--- src/rtl/ram_pkg.sv ---
// rtl/ram_pkg.sv - shared default sizing for the RAM family
//
// Purpose: default word width and address width used by ram_sdp and ram_fifo.
// Ports:   none (package).

package ram_pkg;

    localparam int RAM_DATA_WIDTH = 8;
    localparam int RAM_ADDR_WIDTH = 5;

endpackage

--- src/rtl/ram_sdp.sv ---
// rtl/ram_sdp.sv - single-clock simple-dual-port RAM with registered read port
//
// Purpose: storage array for ram_fifo. One write port, one read port whose
//          output register loads only on an enabled read.
// Ports:
//   clk        in   clock
//   reset      in   synchronous active-high, clears the read register only
//   wr_en_i    in   write enable
//   wr_addr_i  in   write address
//   wr_data_i  in   write data
//   rd_en_i    in   read enable
//   rd_addr_i  in   read address
//   rd_data_o  out  registered read data, held when rd_en_i is low

module ram_sdp
    import ram_pkg::*;
#(
    parameter int DATA_WIDTH = RAM_DATA_WIDTH,
    parameter int ADDR_WIDTH = RAM_ADDR_WIDTH
) (
    input  logic                  clk,
    input  logic                  reset,
    input  logic                  wr_en_i,
    input  logic [ADDR_WIDTH-1:0] wr_addr_i,
    input  logic [DATA_WIDTH-1:0] wr_data_i,
    input  logic                  rd_en_i,
    input  logic [ADDR_WIDTH-1:0] rd_addr_i,
    output logic [DATA_WIDTH-1:0] rd_data_o
);

    localparam int DEPTH = 2 ** ADDR_WIDTH;

    logic [DATA_WIDTH-1:0] mem_q [0:DEPTH-1];
    logic [DATA_WIDTH-1:0] rd_data_q;

    // The array itself is never reset so it maps onto block RAM.
    always_ff @(posedge clk) begin
        if (wr_en_i) begin
            mem_q[wr_addr_i] <= wr_data_i;
        end
    end

    always_ff @(posedge clk) begin
        if (reset) begin
            rd_data_q <= '0;
        end else if (rd_en_i) begin
            rd_data_q <= mem_q[rd_addr_i];
        end
    end

    assign rd_data_o = rd_data_q;

endmodule

--- src/rtl/ram_fifo.sv ---
// rtl/ram_fifo.sv - single-clock FIFO on a simple-dual-port RAM
//
// Purpose: in-order word buffer with one-cycle registered read latency,
//          occupancy count, full/empty flags and sticky error flags.
// Ports:
//   clk           in   clock
//   reset         in   synchronous active-high reset
//   write_enable  in   write request
//   data_write    in   word to store
//   read_enable   in   read request
//   data_read     out  registered read data
//   data_valid    out  data_read holds a freshly popped word
//   full          out  count == DEPTH
//   empty         out  count == 0
//   count         out  occupancy 0..DEPTH
//   overflow      out  sticky: write requested while full
//   underflow     out  sticky: read requested while empty

module ram_fifo
    import ram_pkg::*;
#(
    parameter int DATA_WIDTH = RAM_DATA_WIDTH,
    parameter int ADDR_WIDTH = RAM_ADDR_WIDTH
) (
    input  logic                  clk,
    input  logic                  reset,
    input  logic                  write_enable,
    input  logic [DATA_WIDTH-1:0] data_write,
    input  logic                  read_enable,
    output logic [DATA_WIDTH-1:0] data_read,
    output logic                  data_valid,
    output logic                  full,
    output logic                  empty,
    output logic [ADDR_WIDTH:0]   count,
    output logic                  overflow,
    output logic                  underflow
);

    localparam logic [ADDR_WIDTH:0] DEPTH_C = {1'b1, {ADDR_WIDTH{1'b0}}};
    localparam logic [ADDR_WIDTH:0] ONE_C   = {{ADDR_WIDTH{1'b0}}, 1'b1};
    localparam logic [ADDR_WIDTH-1:0] PTR_ONE_C = {{(ADDR_WIDTH-1){1'b0}}, 1'b1};

    logic [ADDR_WIDTH-1:0] wr_ptr_q, wr_ptr_d;
    logic [ADDR_WIDTH-1:0] rd_ptr_q, rd_ptr_d;
    logic [ADDR_WIDTH:0]   count_q, count_d;
    logic                  overflow_q, overflow_d;
    logic                  underflow_q, underflow_d;
    logic                  data_valid_q;
    logic                  full_w, empty_w;
    logic                  wr_acc, rd_acc;

    // Flags come straight off the count register, so no request input
    // reaches full/empty combinationally.
    assign full_w  = (count_q == DEPTH_C);
    assign empty_w = (count_q == '0);

    always_comb begin
        // Reset gates acceptance so the RAM is not written in a reset cycle.
        wr_acc      = !reset && write_enable && !full_w;
        rd_acc      = !reset && read_enable && !empty_w;
        wr_ptr_d    = wr_ptr_q;
        rd_ptr_d    = rd_ptr_q;
        count_d     = count_q;
        overflow_d  = overflow_q | (write_enable & full_w);
        underflow_d = underflow_q | (read_enable & empty_w);

        // Pointers wrap naturally at DEPTH because they are ADDR_WIDTH wide.
        if (wr_acc) begin
            wr_ptr_d = wr_ptr_q + PTR_ONE_C;
        end
        if (rd_acc) begin
            rd_ptr_d = rd_ptr_q + PTR_ONE_C;
        end

        case ({wr_acc, rd_acc})
            2'b10:   count_d = count_q + ONE_C;
            2'b01:   count_d = count_q - ONE_C;
            default: count_d = count_q;
        endcase
    end

    always_ff @(posedge clk) begin
        if (reset) begin
            wr_ptr_q     <= '0;
            rd_ptr_q     <= '0;
            count_q      <= '0;
            overflow_q   <= 1'b0;
            underflow_q  <= 1'b0;
            data_valid_q <= 1'b0;
        end else begin
            wr_ptr_q     <= wr_ptr_d;
            rd_ptr_q     <= rd_ptr_d;
            count_q      <= count_d;
            overflow_q   <= overflow_d;
            underflow_q  <= underflow_d;
            data_valid_q <= rd_acc;
        end
    end

    ram_sdp #(
        .DATA_WIDTH (DATA_WIDTH),
        .ADDR_WIDTH (ADDR_WIDTH)
    ) u_ram (
        .clk       (clk),
        .reset     (reset),
        .wr_en_i   (wr_acc),
        .wr_addr_i (wr_ptr_q),
        .wr_data_i (data_write),
        .rd_en_i   (rd_acc),
        .rd_addr_i (rd_ptr_q),
        .rd_data_o (data_read)
    );

    assign data_valid = data_valid_q;
    assign full       = full_w;
    assign empty      = empty_w;
    assign count      = count_q;
    assign overflow   = overflow_q;
    assign underflow  = underflow_q;

endmodule

--- config.mk ---
export PLATFORM = sky130hd
export DESIGN_NAME = ram_fifo
export DESIGN_NICKNAME = d
export VERILOG_FILES = /design/src/rtl/ram_pkg.sv /design/src/rtl/ram_sdp.sv /design/src/rtl/ram_fifo.sv
export SDC_FILE = /design/constraint.sdc
export NUM_CORES = 1
export LEC_CHECK = 0
export BUFFER_PORTS_ARGS = -buffer_cell sky130_fd_sc_hd__buf_2
export CELL_PAD_IN_SITES_DETAIL_PLACEMENT = 1
export CELL_PAD_IN_SITES_GLOBAL_PLACEMENT = 1
export CORE_UTILIZATION = 54
export CTS_CLUSTER_DIAMETER = 100
export DETAILED_ROUTE_END_ITERATION = 12
export PLACE_DENSITY = 0.77
export SKIP_CTS_REPAIR_TIMING = 1
export SLEW_MARGIN = 10
export SYNTH_ARGS = -nofsm -noshare
export SYNTH_HDL_FRONTEND = slang
export SYNTH_SLANG_ARGS = --single-unit
--- constraint.sdc ---
create_clock -name clk -period 4.59 [get_ports clk]
set_input_delay 0.2295 -clock clk [delete_from_list [all_inputs] [get_ports clk]]
set_output_delay 0.2295 -clock clk [all_outputs]
set_load 0.01 [all_outputs]
# Word-level counts from Yosys, hierarchy flattened

Memory sizes are Yosys's and may differ from the RTL's. A register that Yosys moved wholly into a read port is not among the register bits.
Cells that the tools add are included.

Add/sub/neg operators: 4
Equal/unequal tests: 3
Mux-type cells: 3
Bitwise gates (word level): 4
Reduce and logical (&&, ||, !) cells: 9

Operators by type and width:

| operator              | number |
|---|---|
| $pmux W6 S2           | 1 |
| $add A5 B1 Y5 const B | 2 |
| $add A6 B1 Y6 const B | 1 |
| $eq A6 B6 Y1 const B  | 1 |
| $logic_not A6 Y1      | 1 |
| $sub A6 B1 Y6 const B | 1 |
| $logic_and A1 B1 Y1   | 4 |
| $logic_not A1 Y1      | 3 |
| $and A1 B1 Y1         | 2 |
| $eq A2 B1 Y1 const B  | 1 |
| $eq A2 B2 Y1 const B  | 1 |
| $mux W1               | 2 |
| $or A1 B1 Y1          | 2 |
| $reduce_bool A2 Y1    | 1 |

Register bits after elaboration: 19
Memory bits (writable): 256
Logic and storage cells: 30
Memories kept: 1

Memories:

| name        | depth | bits a word | rd ports | clocked after memory_dff | wr ports | RTL line      | text |
|---|---|---|---|---|---|---|---|
| u_ram.mem_q | 32    | 8           | 1        | 1                        | 1        | ram_sdp.sv:33 | `logic [DATA_WIDTH-1:0] mem_q [0:DEPTH-1];` |

# Longest topological paths before layout

Gate-level depths: netlist (run 1).

Depth in word-level cells: 5
Depth in mapped cells: 14
Mapped depth without buffers: 12

# Cells and area by module

From an unflattened synthesis (run 1), not the netlist that was laid out.

Cells, all modules: 713
Area, all modules: 11,352.1 um2

Modules (own cells, without submodules):

| module   | times used | cells each | area each (um2) | sequential area each (um2) |
|---|---|---|---|---|
| ram_sdp  | 1          | 601        | 10,382.5        | 7,847.5 |
| ram_fifo | 1          | 112        | 969.7           | 380.4 |

# Least setup slack after synthesis (run 1)

Ideal clock, no wire load.

Kind: reg2reg
Start point: reg count_q[3], in the netlist count[3]
End point: reg count_q[4], in the netlist count[4]
Library setup time: 71 ps
Arrival time: 3,175 ps
Required time: 4,519 ps
Path slack: 1,344 ps
Stages on the path, launching flop included: 14
Buffers on the path: 3
Path through: dfxtp_1 or4_1 buf_2 o31a_1 buf_6 nor2b_4 buf_6 ha_1 ha_1 nor2b_1 o21a_1 o21ai_0 or3b_2 a21oi_1

Cells in the longest elaborated chain, start to end: 5
Elaborated cells between the ends (all ways): 12

Ends and longest elaborated chain:

| element                                           | RTL line       | text |
|---|---|---|
| start, declared                                   | ram_fifo.sv:45 | `logic [ADDR_WIDTH:0] count_q, count_d;` |
| start signal, assigned                            | ram_fifo.sv:93 | `count_q <= count_d;` |
| $logic_not A6 Y1 *                                | ram_fifo.sv:55 | `assign empty_w = (count_q == '0);` |
| $logic_not A1 Y1 *                                | ram_fifo.sv:60 | `rd_acc = !reset && read_enable && !empty_w;` |
| $logic_and A1 B1 Y1 *                             | ram_fifo.sv:60 |  |
| named net rd_acc                                  | ram_fifo.sv:50 | `logic wr_acc, rd_acc;` |
| $eq A2 B1 Y1 or $eq A2 B2 Y1 (tied branches)      | ram_fifo.sv:75 | `case ({wr_acc, rd_acc})` |
| $pmux W6 S2 or $reduce_bool A2 Y1 (tied branches) | --             |  |

Mark *: on every way through the listed nets, which the timed path passes. The rest lies on a longest branch.
A chain may end at the register's enable or synchronous reset.

# Worst setup path after layout (run 1)

Start point: reg count_q[4], in the netlist count[4]
End point: reg count_q[4], in the netlist count[4]

Cells in the longest elaborated chain, start to end: 5
Elaborated cells between the ends (all ways): 12

Ends and longest elaborated chain:

| element |
|---|
| parallel branches: the longest is 5 deep, another holds $sub A6 B1 Y6 |

Several ways; the timed one is not identified.

==> results of run 1 <==
## logic make-up after synthesis
group | after synthesis | share of synthesized area [%]
AO/OA/AOI/OAI | 80 | 5.379
XOR/XNOR | 9 | 0.7031
adder cells (fa/ha/maj) | 11 | 1.295
AND/OR/NAND/NOR | 98 | 4.040
flip-flops | 283 | 73.39
multiplexers | 83 | 13.02
buffers and inverters | 42 | 2.165
## sequential cells by signal (all words and copies together) (netlist names)
name	cells
wr_ptr_q	5
underflow	1
count	6
u_ram.rd_data_o	8
overflow	1
rd_ptr_q	5
u_ram.mem_q	256
data_valid	1
## cell usage in the layout (no fill, tap or decap), types with 5 or more instances in the layout
cell type / synthesis / final
nor3_1: 5 / 5
a22oi_1: 8 / 8
clkbuf_16: 0 / 29
o22ai_1: 7 / 7
bufinv_16: 0 / 5
xnor2_1: 5 / 5
clkinv_2: 0 / 6
buf_2: 4 / 30
ha_1: 10 / 10
nor2b_1: 6 / 5
dfxtp_1: 27 / 26
edfxtp_1: 256 / 256
mux2i_1: 33 / 33
mux4_2: 45 / 45
a22o_1: 14 / 14
a2111oi_1: 6 / 6
a21oi_1: 23 / 23
o221ai_1: 8 / 8
nand2_1: 14 / 14
nor2_1: 54 / 53
inv_1: 10 / 10
## how the worst max path moves through the flow
stage / startpoint / to / slack (ns) / cells past startpoint
floorplan: count[3]$_SDFFE_PP0P_ / count[4]$_SDFFE_PP0P_ / 1.34 / 13
global placement: count[3]$_SDFFE_PP0P_ / count[4]$_SDFFE_PP0P_ / 1.22 / 10
detailed placement: count[3]$_SDFFE_PP0P_ / count[4]$_SDFFE_PP0P_ / 1.02 / 10
CTS: count[3]$_SDFFE_PP0P_ / count[4]$_SDFFE_PP0P_ / 0.97 / 12
global route: count[4]$_SDFFE_PP0P_ / count[4]$_SDFFE_PP0P_ / 0.63 / 12
finish: count[4]$_SDFFE_PP0P_ / count[4]$_SDFFE_PP0P_ / 0.87 / 12
## power by group through the flow
stage                     Clock, mW  Combinational [mW]  Sequential (mW)
after floorplan                   0               0.537             2.93
final                          2.42               0.659             2.93
after detailed placement          0               0.655             2.99
after global placement            0               0.627             2.98
after global routing           2.52               0.702             2.94
after CTS                      2.44               0.663             2.93
## per-layer routing
metal  up-vias  track usage [%]  wire, um
li1       2513                -         -
met1      3079            35.22     11130
met2       184            40.84     12770
met3        36            3.125      1114
met4         0            6.354       539
met5         -                0         0
## cells in the mapped netlist, types with 2 or more instances
cell type	count	area [sq um]
dfxtp_1	27	540.5
buf_4	3	22.52
nor2_1	54	202.7
xnor2_1	5	43.79
a22o_1	14	122.6
mux4_2	45	1013
buf_2	4	20.02
mux4_1	4	105.1
edfxtp_1	256	7687
a2111oi_1	6	60.06
a22oi_1	8	60.06
or3_1	2	12.51
buf_6	7	78.83
xor2_1	4	35.03
nor3_1	5	25.02
ha_1	10	125.1
nand2_1	14	52.55
o21ai_0	3	15.01
o22ai_1	7	43.79
a21oi_1	23	115.1
nand3_1	3	15.01
nand4_1	3	18.77
inv_1	10	37.54
nand3b_1	3	22.52
or3b_2	2	17.52
o221ai_1	8	70.07
mux2i_1	33	330.3
buf_1	3	11.26
o21a_1	2	15.01
clkbuf_1	14	52.55
a31oi_1	2	12.51
nor2b_1	6	37.54
## final cells by class
| type | instances | area [sq um] | share of cell area, % |
|---|---|---|---|
| multi-input cells | 281 | 2745 | 21.92 |
| well taps | 270 | 337.8 | 2.698 |
| repair buffers | 34 | 192.7 | 1.539 |
| clock inverters | 19 | 236.5 | 1.888 |
| clock buffers | 33 | 740.7 | 5.915 |
| inverters | 10 | 37.54 | 0.2998 |
| flip-flops and latches | 283 | 8232 | 65.74 |
## worst max-delay path, delay by kind of cell, from the launching register on
kind                     cells  cell delay, ns
AO/OA/AOI/OAI                3            0.79
adder cells (fa/ha/maj)      2            0.74
AND/OR/NAND/NOR              5            1.57
flip-flops                   1            0.36
buffers and inverters        2            0.20
## stage by stage
step                      utilization, %  std cells  instance area [sq um]
after floorplan                        -        606                  11210
after global placement             56.85        878                  11540
after detailed placement           56.85        878                  11540
after CTS                          61.66        930                  12520
after global routing               61.69        930                  12520
final                              61.69        930                  12520
==> impl_metrics.csv, run 1 <==
group,metric,value,unit
run_status,status,"complete, but fails checks",
run_status,failed_checks,"negative hold slack",
clock_tree,clk_pin_slew,0.07,ns
yosys,yosysSeqAreaShare,73.39,%
floorplan,pin_count,31,
yosys,synth_area,0.01121,sq mm
power_and_ir_drop,leakagePower,3.949,nW
place,routabilityCongestion,0.8335,
yosys,synth_top_flop_cell,"edfxtp_1",
timing,rsz0062_at_grt,"no",
critical_path,slowest_stage,"or4_1",
power_and_ir_drop,switching_share,23.37,%
clock_tree,htreeDepth,1,
drt,drt_wl_total,25550,um
timing,worst_slew_pin_slew,1.228,ns
timing,period_share,80.99,%
critical_path,critPathMaxStageDelay,0.67,ns
clock_tree,cts_inserted_buffers,28,
critical_path,reg2reg_slack,0.87,ns
critical_path,required,5.06,ns
place,portBuffers,30,
timing,slew_violations,0,
critical_path,reg2reg_depth,12,
yosys,synth_edf_count,256,
layout,fill_cells,1793,
floorplan,fp.dieW,146.1,um
power_and_ir_drop,power_switching,1.404,mW
yosys,avgSynthCellArea,18.50,sq um
worst_hold_path,hp-class,"in2reg",
yosys,synthArstFlopShare,0,%
critical_path,reg2reg_from,"count[4]$_SDFFE_PP0P_",
clock_tree,clock-root-buffer,"clkbuf_16",
timing,whs,-0.03632,ns
yosys,synthCells,606,
power_and_ir_drop,power_frac_comb,11.0,%
floorplan,die_y,146.1,um
timing,fmax,0.2690,GHz
yosys,ys_types,48,
floorplan,fp-row-count,52,
drt,wl_per_cell,27.48,um
timing,fin_skew,0.008680,ns
global_route,overflow,0,
layout,area_growth,11.70,%
power_and_ir_drop,ir_drop,287.0,uV
clock_tree,tritoncts,"done",
power_and_ir_drop,p_int,4.601,mW
place,dp_hpwl,15510,um
critical_path,path_class,"reg2reg",
critical_path,cp-end-kind,"register",
power_and_ir_drop,power,6.005,mW
timing,slew_headroom,18.02,%
drt,vias,5812,
place,pre_cts_ws,1.020,ns
power_and_ir_drop,p_per_area,479.5,mW/mm^2
critical_path,timing.rr.end,"count[4]$_SDFFE_PP0P_",
worst_hold_path,holdPathEnd,"underflow$_SDFF_PP0_",
layout,drive_gt1_share,20.76,%
floorplan,core-area,0.02030,sq mm
global_route,grt_max_degree,48,
worst_hold_path,min_from,"read_enable",
global_route,grt_pass1_vias,6206,
global_route,antenna_found_initial,0,
critical_path,cp_cell_sequence,"or4_1 -> o31ai_2 -> nor2_1 -> inv_1 -> ha_1 -> inv_1 -> fa_1 -> nor2b_1 -> o21a_1 -> nor3_1 -> or3b_2 -> a21oi_1",
global_route,track_usage,24.66,%
critical_path,worstPathMaxFanout,7,
global_route,grt_pass1_wl,38900,um
timing,finalCriticalPeriod,3.718,ns
power_and_ir_drop,clkPwrFrac,40.2,%
timing,hold_viol_final,2,
clock_tree,clockBufferDepth,3,
yosys,ys_ff_latch,283,
drt,drc_errors,0,
clock_tree,clk-insertion-delay-late,0.54,ns
drt,ant_nets,0,
drt,dr.pass1.iters,4,
layout,nets,661,
timing,setup_viol,0,
drt,drtIter0Drc,444,
yosys,syn_nets,629,
job,cap_violations,0,
critical_path,crit_arrival,4.18,ns
floorplan,start_util,55.23,%
timing,setup_ws,0.8724,ns
critical_path,cp_common_cell,"inv_1",
critical_path,start_kind,"register",
timing,fin_tns_setup,0,ns
yosys,yosys_warnings,0,
layout,diodes,0,
power_and_ir_drop,seqPwrFrac,48.8,%
worst_hold_path,whs_path_depth,3,
clock_tree,clkSinkCount,283,
floorplan,die-area,0.02134,sq mm
drt,via_per_inst,6.249,
Power figures use the tool's default switching activity.
==> run 2, diff against run 1 <==
==> constraint.sdc (replaced) <==
create_clock -name clk -period 3.81 [get_ports clk]
set_input_delay 0.1905 -clock clk [delete_from_list [all_inputs] [get_ports clk]]
set_output_delay 0.1905 -clock clk [all_outputs]
set_load 0.01 [all_outputs]
==> impl_metrics.csv, run 2 (synthesized netlist as in run 1, its figures left out) <==
group,metric,value,unit
run_status,status,"complete, no violations",
critical_path,cp-end-kind,"register",
global_route,met3_usage,4.469,%
timing,slew_headroom,33.04,%
drt,drt_wl_total,25190,um
floorplan,pin_count,31,
floorplan,fp-row-count,52,
timing,hold_viol_final,0,
global_route,grt_pass1_vias,6222,
drt,wl_per_cell,26.80,um
clock_tree,cts_inserted_buffers,29,
floorplan,die_y,146.1,um
floorplan,start_util,55.23,%
global_route,busiest_layer,"met2",
layout,fill_cells,1791,
clock_tree,clockBufferDepth,3,
place,dpl_cell_area,0.01157,sq mm
timing,setup_ws,0.3177,ns
floorplan,fp.dieW,146.1,um
clock_tree,clock-root-buffer,"clkbuf_16",
timing,period_share,91.66,%
layout,seqCellArea,0.008232,sq mm
power_and_ir_drop,seqPwrFrac,47.4,%
timing,worst_slew_pin_slew,1.001,ns
drt,dr.pass1.iters,5,
global_route,overflow,0,
worst_hold_path,hp-class,"in2reg",
global_route,grt_max_degree,44,
floorplan,die-area,0.02134,sq mm
drt,via_per_inst,6.212,
global_route,grt.met1_usage,32.59,%
power_and_ir_drop,power_frac_comb,10.9,%
layout,diodes,0,
timing,slew_violations,0,
timing,whs,0.08481,ns
power_and_ir_drop,ir_drop,305.6,uV
power_and_ir_drop,p_per_area,585.7,mW/mm^2
power_and_ir_drop,power_switching,1.661,mW
power_and_ir_drop,switching_share,22.40,%
critical_path,required,4.28,ns
clock_tree,tritoncts,"done",
drt,vias,5839,
global_route,antenna_found_initial,0,
clock_tree,htreeDepth,1,
floorplan,core-area,0.02030,sq mm
critical_path,start_kind,"register",
timing,fmax,0.2863,GHz
layout,largest_reg_flops,256,
global_route,track_usage,24.40,%
drt,ant_nets,0,
clock_tree,clk_pin_slew,0.06,ns
timing,fin_tns_setup,0,ns
layout,multi_input_area,0.002751,sq mm
layout,final_common_cell,"edfxtp_1",
place,dp_hpwl,15290,um
global_route,grt_pass1_wl,38210,um
layout,stdcell_area,0.01266,sq mm
job,cap_violations,0,
layout,nets,670,
layout,drive_gt1_share,21.49,%
drt,drc_errors,0,
timing,rsz0062_at_grt,"no",
timing,finalCriticalPeriod,3.492,ns
layout,area_growth,12.96,%
power_and_ir_drop,leakagePower,4.035,nW
power_and_ir_drop,clkPwrFrac,41.7,%
clock_tree,clk-insertion-delay-late,0.55,ns
critical_path,crit_arrival,3.96,ns
global_route,met2_usage,41.46,%
timing,setup_viol,0,
layout,finalCoreUtilization,62.38,%
timing,fin_skew,0.02092,ns
critical_path,worstPathMaxFanout,7,
place,portBuffers,30,
place,pre_cts_ws,0.2583,ns
place,routabilityCongestion,0.7939,
critical_path,path_class,"reg2reg",
clock_tree,clkSinkCount,283,
layout,final_cell_mix,"256 x edfxtp_1, 53 x nor2_1, 45 x mux4_2",
power_and_ir_drop,p_int,5.756,mW
drt,drtIter0Drc,474,
layout,top_register,"u_ram.mem_q",
-- run 2: cell count changes in the layout (fill, tap and decap cells not counted), moves of 2 or more --
cell	change
buf_4	+7
clkbuf_8	+4
clkinv_4	-3
bufinv_16	+2
clkinvlp_4	-2
dlygate4sd3_1	+2
-- run 2: through the flow --
| step | cells | total power, mW |
|---|---|---|
| 2_1_floorplan | 606 | 4.179 |
| 3_3_place_gp | 884 | 4.351 |
| 3_5_place_dp | 884 | 4.385 |
| 4_1_cts | 938 | 7.462 |
| 5_1_grt | 940 | 7.623 |
| 6_report | 940 | 7.417 |
-- run 2: layout make-up --
cell class / count / area share [%]
clock buffers: 36 / 6.254
well taps: 270 / 2.668
clock inverters: 18 / 2.114
flip-flops and latches: 283 / 65.00
repair buffers: 42 / 1.937
multi-input cells: 281 / 21.73
inverters: 10 / 0.2964
-- run 2: worst max-delay path, cell delays in order (launching register included) --
cell,delay [ns]
dfxtp_1,0.36
or4_1,0.71
o31ai_4,0.34
nor2_1,0.14
inv_1,0.09
ha_1,0.32
inv_1,0.09
fa_1,0.42
nor2b_1,0.13
o21a_1,0.14
nor3_1,0.04
or3b_2,0.46
a21oi_1,0.17
-- run 2: path summary, 6_finish.rpt --
| path | from | end | slack (ns) | cells after the start |
|---|---|---|---|---|
| setup / recovery | count[4]$_SDFFE_PP0P_ | count[4]$_SDFFE_PP0P_ | 0.32 | 12 |
| hold / removal | reset | count[0]$_SDFFE_PP0P_ | 0.08 | 2 |
| setup reg to reg | count[4]$_SDFFE_PP0P_ | count[4]$_SDFFE_PP0P_ | 0.32 | 12 |
| hold reg to reg | overflow$_SDFF_PP0_ | overflow$_SDFF_PP0_ | 0.48 | 2 |
-- run 2: power by group through the flow --
stage / clock (mW) / sequential [mW] / combinational [mW]
5_1_grt: 3.23 / 3.53 / 0.862
2_1_floorplan: 0 / 3.53 / 0.647
3_3_place_gp: 0 / 3.58 / 0.772
6_report: 3.09 / 3.52 / 0.808
4_1_cts: 3.13 / 3.52 / 0.812
3_5_place_dp: 0 / 3.59 / 0.799
-- run 2: metal layers --
| metal | wire [um] | vias to the layer above |
|---|---|---|
| li1 | - | 2531 |
| met1 | 10360 | 3070 |
| met2 | 12760 | 200 |
| met3 | 1435 | 38 |
| met4 | 626 | 0 |
| met5 | 0 | - |
